### src/rtl/alu_cmd_pkg.sv
// Shared types and defaults for the ALU command issuer: opcode encoding,
// issuer FSM states and the default datapath width.
package alu_cmd_pkg;

   typedef enum logic [1:0] {
      OP_ADD  = 2'b00,
      OP_SUB  = 2'b01,
      OP_AND  = 2'b10,
      OP_RSVD = 2'b11
   } opcode_t;

   typedef enum logic [1:0] {
      IDLE,
      DRIVE,
      RESP
   } state_t;

   localparam int DATA_W_DEF = 8;
   localparam int CNT_W_DEF  = 16;

endpackage

### src/rtl/alu_cmd_issuer_sat_counter.sv
// Saturating up-counter: increments on inc and sticks at all-ones.
module sat_counter #(
   parameter int W = 16
) (
   input  logic         clk,
   input  logic         rst,
   input  logic         inc,
   output logic [W-1:0] count
);

   always_ff @(posedge clk or posedge rst) begin
      if (rst) begin
         count <= '0;
      end else if (inc && (count != {W{1'b1}})) begin
         count <= count + 1'b1;
      end
   end

endmodule

### src/rtl/alu_cmd_issuer.sv
// Valid/ready front end for the 2-bit-opcode combinational ALU: registers a
// command onto the ALU inputs, captures the result a cycle later and returns it.
module alu_cmd_issuer
   import alu_cmd_pkg::*;
#(
   parameter int DATA_W = DATA_W_DEF,
   parameter int CNT_W  = CNT_W_DEF
) (
   input  logic              clk,
   input  logic              rst,
   input  logic              cmd_valid,
   output logic              cmd_ready,
   input  logic [1:0]        cmd_opcode,
   input  logic [DATA_W-1:0] cmd_a,
   input  logic [DATA_W-1:0] cmd_b,
   output logic [1:0]        alu_opcode,
   output logic [DATA_W-1:0] alu_a,
   output logic [DATA_W-1:0] alu_b,
   input  logic [DATA_W-1:0] alu_result,
   output logic              rsp_valid,
   input  logic              rsp_ready,
   output logic [DATA_W-1:0] rsp_result,
   output logic [1:0]        rsp_opcode,
   output logic              rsp_err,
   output logic [CNT_W-1:0]  op_count,
   output logic [CNT_W-1:0]  err_count
);

   state_t state_reg;
   logic   ready_en_reg;
   logic   op_done;
   logic   err_done;

   // ready_en_reg keeps cmd_ready low while rst is held even though state is IDLE.
   always_comb begin
      cmd_ready = 1'b0;
      case (state_reg)
         IDLE:    cmd_ready = ready_en_reg;
         RESP:    cmd_ready = rsp_ready;
         default: cmd_ready = 1'b0;
      endcase
   end

   always_ff @(posedge clk or posedge rst) begin
      if (rst) begin
         state_reg    <= IDLE;
         ready_en_reg <= 1'b0;
         alu_opcode   <= '0;
         alu_a        <= '0;
         alu_b        <= '0;
         rsp_valid    <= 1'b0;
         rsp_result   <= '0;
         rsp_opcode   <= '0;
         rsp_err      <= 1'b0;
      end else begin
         ready_en_reg <= 1'b1;
         case (state_reg)
            IDLE: begin
               if (cmd_valid && cmd_ready) begin
                  alu_opcode <= cmd_opcode;
                  alu_a      <= cmd_a;
                  alu_b      <= cmd_b;
                  state_reg  <= DRIVE;
               end
            end
            DRIVE: begin
               rsp_opcode <= alu_opcode;
               rsp_valid  <= 1'b1;
               state_reg  <= RESP;
               // The ALU output is undefined for the reserved opcode; never forward it.
               if (alu_opcode == OP_RSVD) begin
                  rsp_result <= '0;
                  rsp_err    <= 1'b1;
               end else begin
                  rsp_result <= alu_result;
                  rsp_err    <= 1'b0;
               end
            end
            RESP: begin
               if (rsp_ready) begin
                  rsp_valid <= 1'b0;
                  if (cmd_valid) begin
                     alu_opcode <= cmd_opcode;
                     alu_a      <= cmd_a;
                     alu_b      <= cmd_b;
                     state_reg  <= DRIVE;
                  end else begin
                     state_reg  <= IDLE;
                  end
               end
            end
            default: state_reg <= IDLE;
         endcase
      end
   end

   assign op_done  = rsp_valid & rsp_ready;
   assign err_done = op_done & rsp_err;

   sat_counter #(.W(CNT_W)) u_op_cnt (
      .clk   (clk),
      .rst   (rst),
      .inc   (op_done),
      .count (op_count)
   );

   sat_counter #(.W(CNT_W)) u_err_cnt (
      .clk   (clk),
      .rst   (rst),
      .inc   (err_done),
      .count (err_count)
   );

endmodule

### config.mk
export PLATFORM = sky130hd
export DESIGN_NAME = alu_cmd_issuer
export DESIGN_NICKNAME = d
export VERILOG_FILES = /design/src/rtl/alu_cmd_pkg.sv /design/src/rtl/alu_cmd_issuer_sat_counter.sv /design/src/rtl/alu_cmd_issuer.sv
export SDC_FILE = /design/constraint.sdc
export NUM_CORES = 1
export LEC_CHECK = 0
export CAP_MARGIN = 20
export CORE_MARGIN = 2
export CORE_UTILIZATION = 35
export CTS_CLUSTER_SIZE = 16
export DETAILED_ROUTE_END_ITERATION = 10
export PLACE_DENSITY_LB_ADDON = 0.12
export SLEW_MARGIN = 15
export SYNTH_ARGS = -nofsm -noshare
export SYNTH_HDL_FRONTEND = slang
export SYNTH_SLANG_ARGS = --single-unit
### constraint.sdc
create_clock -name clk -period 2.6 [get_ports clk]
set_clock_uncertainty 0.1 [all_clocks]
set_input_delay 0.52 -clock clk [delete_from_list [all_inputs] [get_ports clk]]
set_output_delay 0.52 -clock clk [all_outputs]
set_load 0.05 [all_outputs]
==> flow_summary.json <==
{
  "reg_top3": "u_err_cnt.count (16), u_op_cnt.count (16)",
  "powerDensity_nw_per_um2": 1070,
  "switchingPower_uw": 1950,
  "peakVddDrop_mv": 0.778,
  "ys_seq_area_frac": 0.573,
  "diodes": 0,
  "grt_first_pass_wirelength_um": 10600,
  "rsz0062_at_grt": "no",
  "fin_area_um2": 4130,
  "start_kind": "flip-flop",
  "combinationalPowerShare": 0.478,
  "sw_frac_of_total": 0.445,
  "seq_power_share": 0.348,
  "final_util": 0.529,
  "path_max_fanout": 7,
  "core_um2": 7810,
  "setup_viol": 0,
  "crit_type": "reg -> out",
  "syn_area_um2": 2840,
  "grt_pass1_vias": 2203,
  "cts.repair.resized": 0,
  "cts_setup_buffers": 0,
  "wl_per_cell_um": 14.0,
  "p_leak_uw": 0.00177,
  "cp_cell_sequence": "clkdlybuf4s50_1",
  "drv_slew": 0,
  "r2r_start": "u_op_cnt.count[0]",
  "io_pins": 93,
  "path_delay_family": "buffers and inverters",
  "row_count": 32,
  "clk_pin_slew_worst_paths_ns": 0.07,
  "ys_warn_count": 0,
  "slew_headroom": 0.647,
  "clkPwrFrac": 0.173,
  "hold_viol": 0,
  "num-nets-final": 368,
  "slowest_delay_ns": 0.87,
  "fmax_mhz": 439,
  "power_uw": 4400,
  "cts_buffers": 9,
  "status": "finished clean",
  "ant_nets": 0,
  "insertion_delay_ns": 0.33,
  "antenna_found_initial": 0,
  "place_hpwl_um": 4650,
  "vias": 2171,
  "fin_crit_ns": 2.28,
  "hold_slack_ns": 0.365,
  "ys_seq_elements": 65,
  "port_buffers": 92,
  "p_int_uw": 2440,
  "tns_ns": 0,
  "final_cell_mix": "clkdlybuf4s50_1 (91), dfrtp_1 (65), mux2_1 (22), nand2_1 (16), xor2_1 (14)",
  "holdCritPathClass": "in -> async",
  "max-clock-path-buffers": 2,
  "post_route_cells_drive_above_1_share": 0.114,
  "worstPathRequired_ns": 1.98,
  "grtUsageTotal": 0.154,
  "gp_congestion": 0.788,
  "layout_commonest_cell": "clkdlybuf4s50_1",
  "fin_crit_sh": 0.877,
  "first_pass_iters": 4,
  "drtIter0Drc": 59,
  "initial_core_util": 0.363,
  "yosysUniqueCellTypes": 40,
  "drc": 0,
  "cap_viol_max_count": 0,
  "syn_avg_cell_area_um2": 12.4,
  "crit_start": "rsp_valid",
  "viasPerCell": 4.90,
  "grt.overflow.total": 0,
  "die_x_um": 94.0,
  "grt_max_degree": 38,
  "hold_buffers": 0,
  "worst_pin_slew_ns": 0.527,
  "area_growth_pct": 45.4,
  "cts_tree": "yes",
  "wirelength_um": 6190,
  "root_buffer": "clkbuf_8",
  "clock_sinks": 65,
  "dieHeight_um": 94.0,
  "dieArea_um2": 8840,
  "crit_buf_inv": 1,
  "cp-end-kind": "output pin",
  "h-tree-depth": 3,
  "syn_nets": 260,
  "worstPathArrival_ns": 1.66,
  "placed_area_um2": 3950,
  "slowest_stage": "clkdlybuf4s50_1",
  "synthCells": 228
}
synthesized netlist by cell type (all sizes together):
library cell | count | share of area
dfrtp | 65 | 0.57
and4 | 3 | 0.0093
nor4 | 7 | 0.035
or2 | 2 | 0.0044
a21oi | 9 | 0.016
nand2b | 2 | 0.0044
nor2b | 2 | 0.0044
conb | 1 | 0.0013
nand3 | 13 | 0.023
and2 | 1 | 0.0022
xor2 | 14 | 0.043
a31oi | 2 | 0.0044
and3 | 1 | 0.0022
nand2 | 16 | 0.021
nor3 | 7 | 0.018
clkbuf | 1 | 0.0013
o21a | 1 | 0.0026
mux2 | 24 | 0.095
buf | 3 | 0.0071
nand4 | 11 | 0.024
mux2i | 1 | 0.0035
o2111ai | 1 | 0.0031
xnor2 | 7 | 0.022
inv | 4 | 0.0053
nor3b | 2 | 0.0071
a41oi | 2 | 0.0062
nor2 | 9 | 0.014
or3 | 2 | 0.0044
o21ai | 4 | 0.0071
o211ai | 1 | 0.0026
a22o | 8 | 0.025
ha | 2 | 0.0088
through the flow:
step	std cells	setup WS (ns)
final	443	0.321
after global routing	443	0.242
after CTS	443	0.299
after detailed placement	427	0.222
after global placement	427	0.275
after floorplan	228	0.131
worst reg2reg max path, cell delays in order, from the launching register on:
cell     delay, ns
dfrtp_1       0.43
ha_1          0.27
nand3_1       0.22
nor4_4        0.45
nor2_2        0.10
mux2_1        0.32
metal layers:
layer | share of wire | track usage
met5 | 0 | 0
met4 | 0.015 | 0.0580
met3 | 0.076 | 0.0586
met2 | 0.46 | 0.233
met1 | 0.45 | 0.201
area by class of cell:
type	count	area, um2
fill	721	3680
sequential	65	1630
multi-input combinational	155	1170
timing repair buffer	101	1010
clock buffer	13	159
tap	102	128
clock inverter	3	15.0
inverter	4	15.0
power by group through the flow:
stage | Sequential, uW | Combinational [uW] | Clock (uW)
5_1_grt | 1580 | 2210 | 846
3_5_place_dp | 1550 | 2120 | 0
3_3_place_gp | 1540 | 2110 | 0
4_1_cts | 1540 | 2130 | 795
6_report | 1530 | 2100 | 762
2_1_floorplan | 2500 | 386 | 0
cells by family (layout without fill, tap and decap cells):
logic type               after synthesis  in the layout  share of synthesized area
AO/OA/AOI/OAI                         28             28                     0.0666
buffers and inverters                  8            121                     0.0137
flip-flops                            65             65                      0.573
XOR/XNOR                              21             21                     0.0648
AND/OR/NAND/NOR                       78             78                      0.173
other                                  1              1                    0.00132
multiplexers                          25             25                     0.0988
adder cells (fa/ha/maj)                2              2                    0.00882
path summary, 6_finish.rpt:
path / to / slack (ns) / cells after the start
min reg2reg: alu_b[7] / 0.38 / 1
max reg2reg: u_op_cnt.count[1] / 0.60 / 5
max: rsp_valid / 0.32 / 1
max in group asynchronous: alu_a[6] / 1.52 / 3
min in group clk: alu_b[7] / 0.38 / 1
min: alu_a[1] / 0.37 / 2
(Power assumes the default switching activity.)
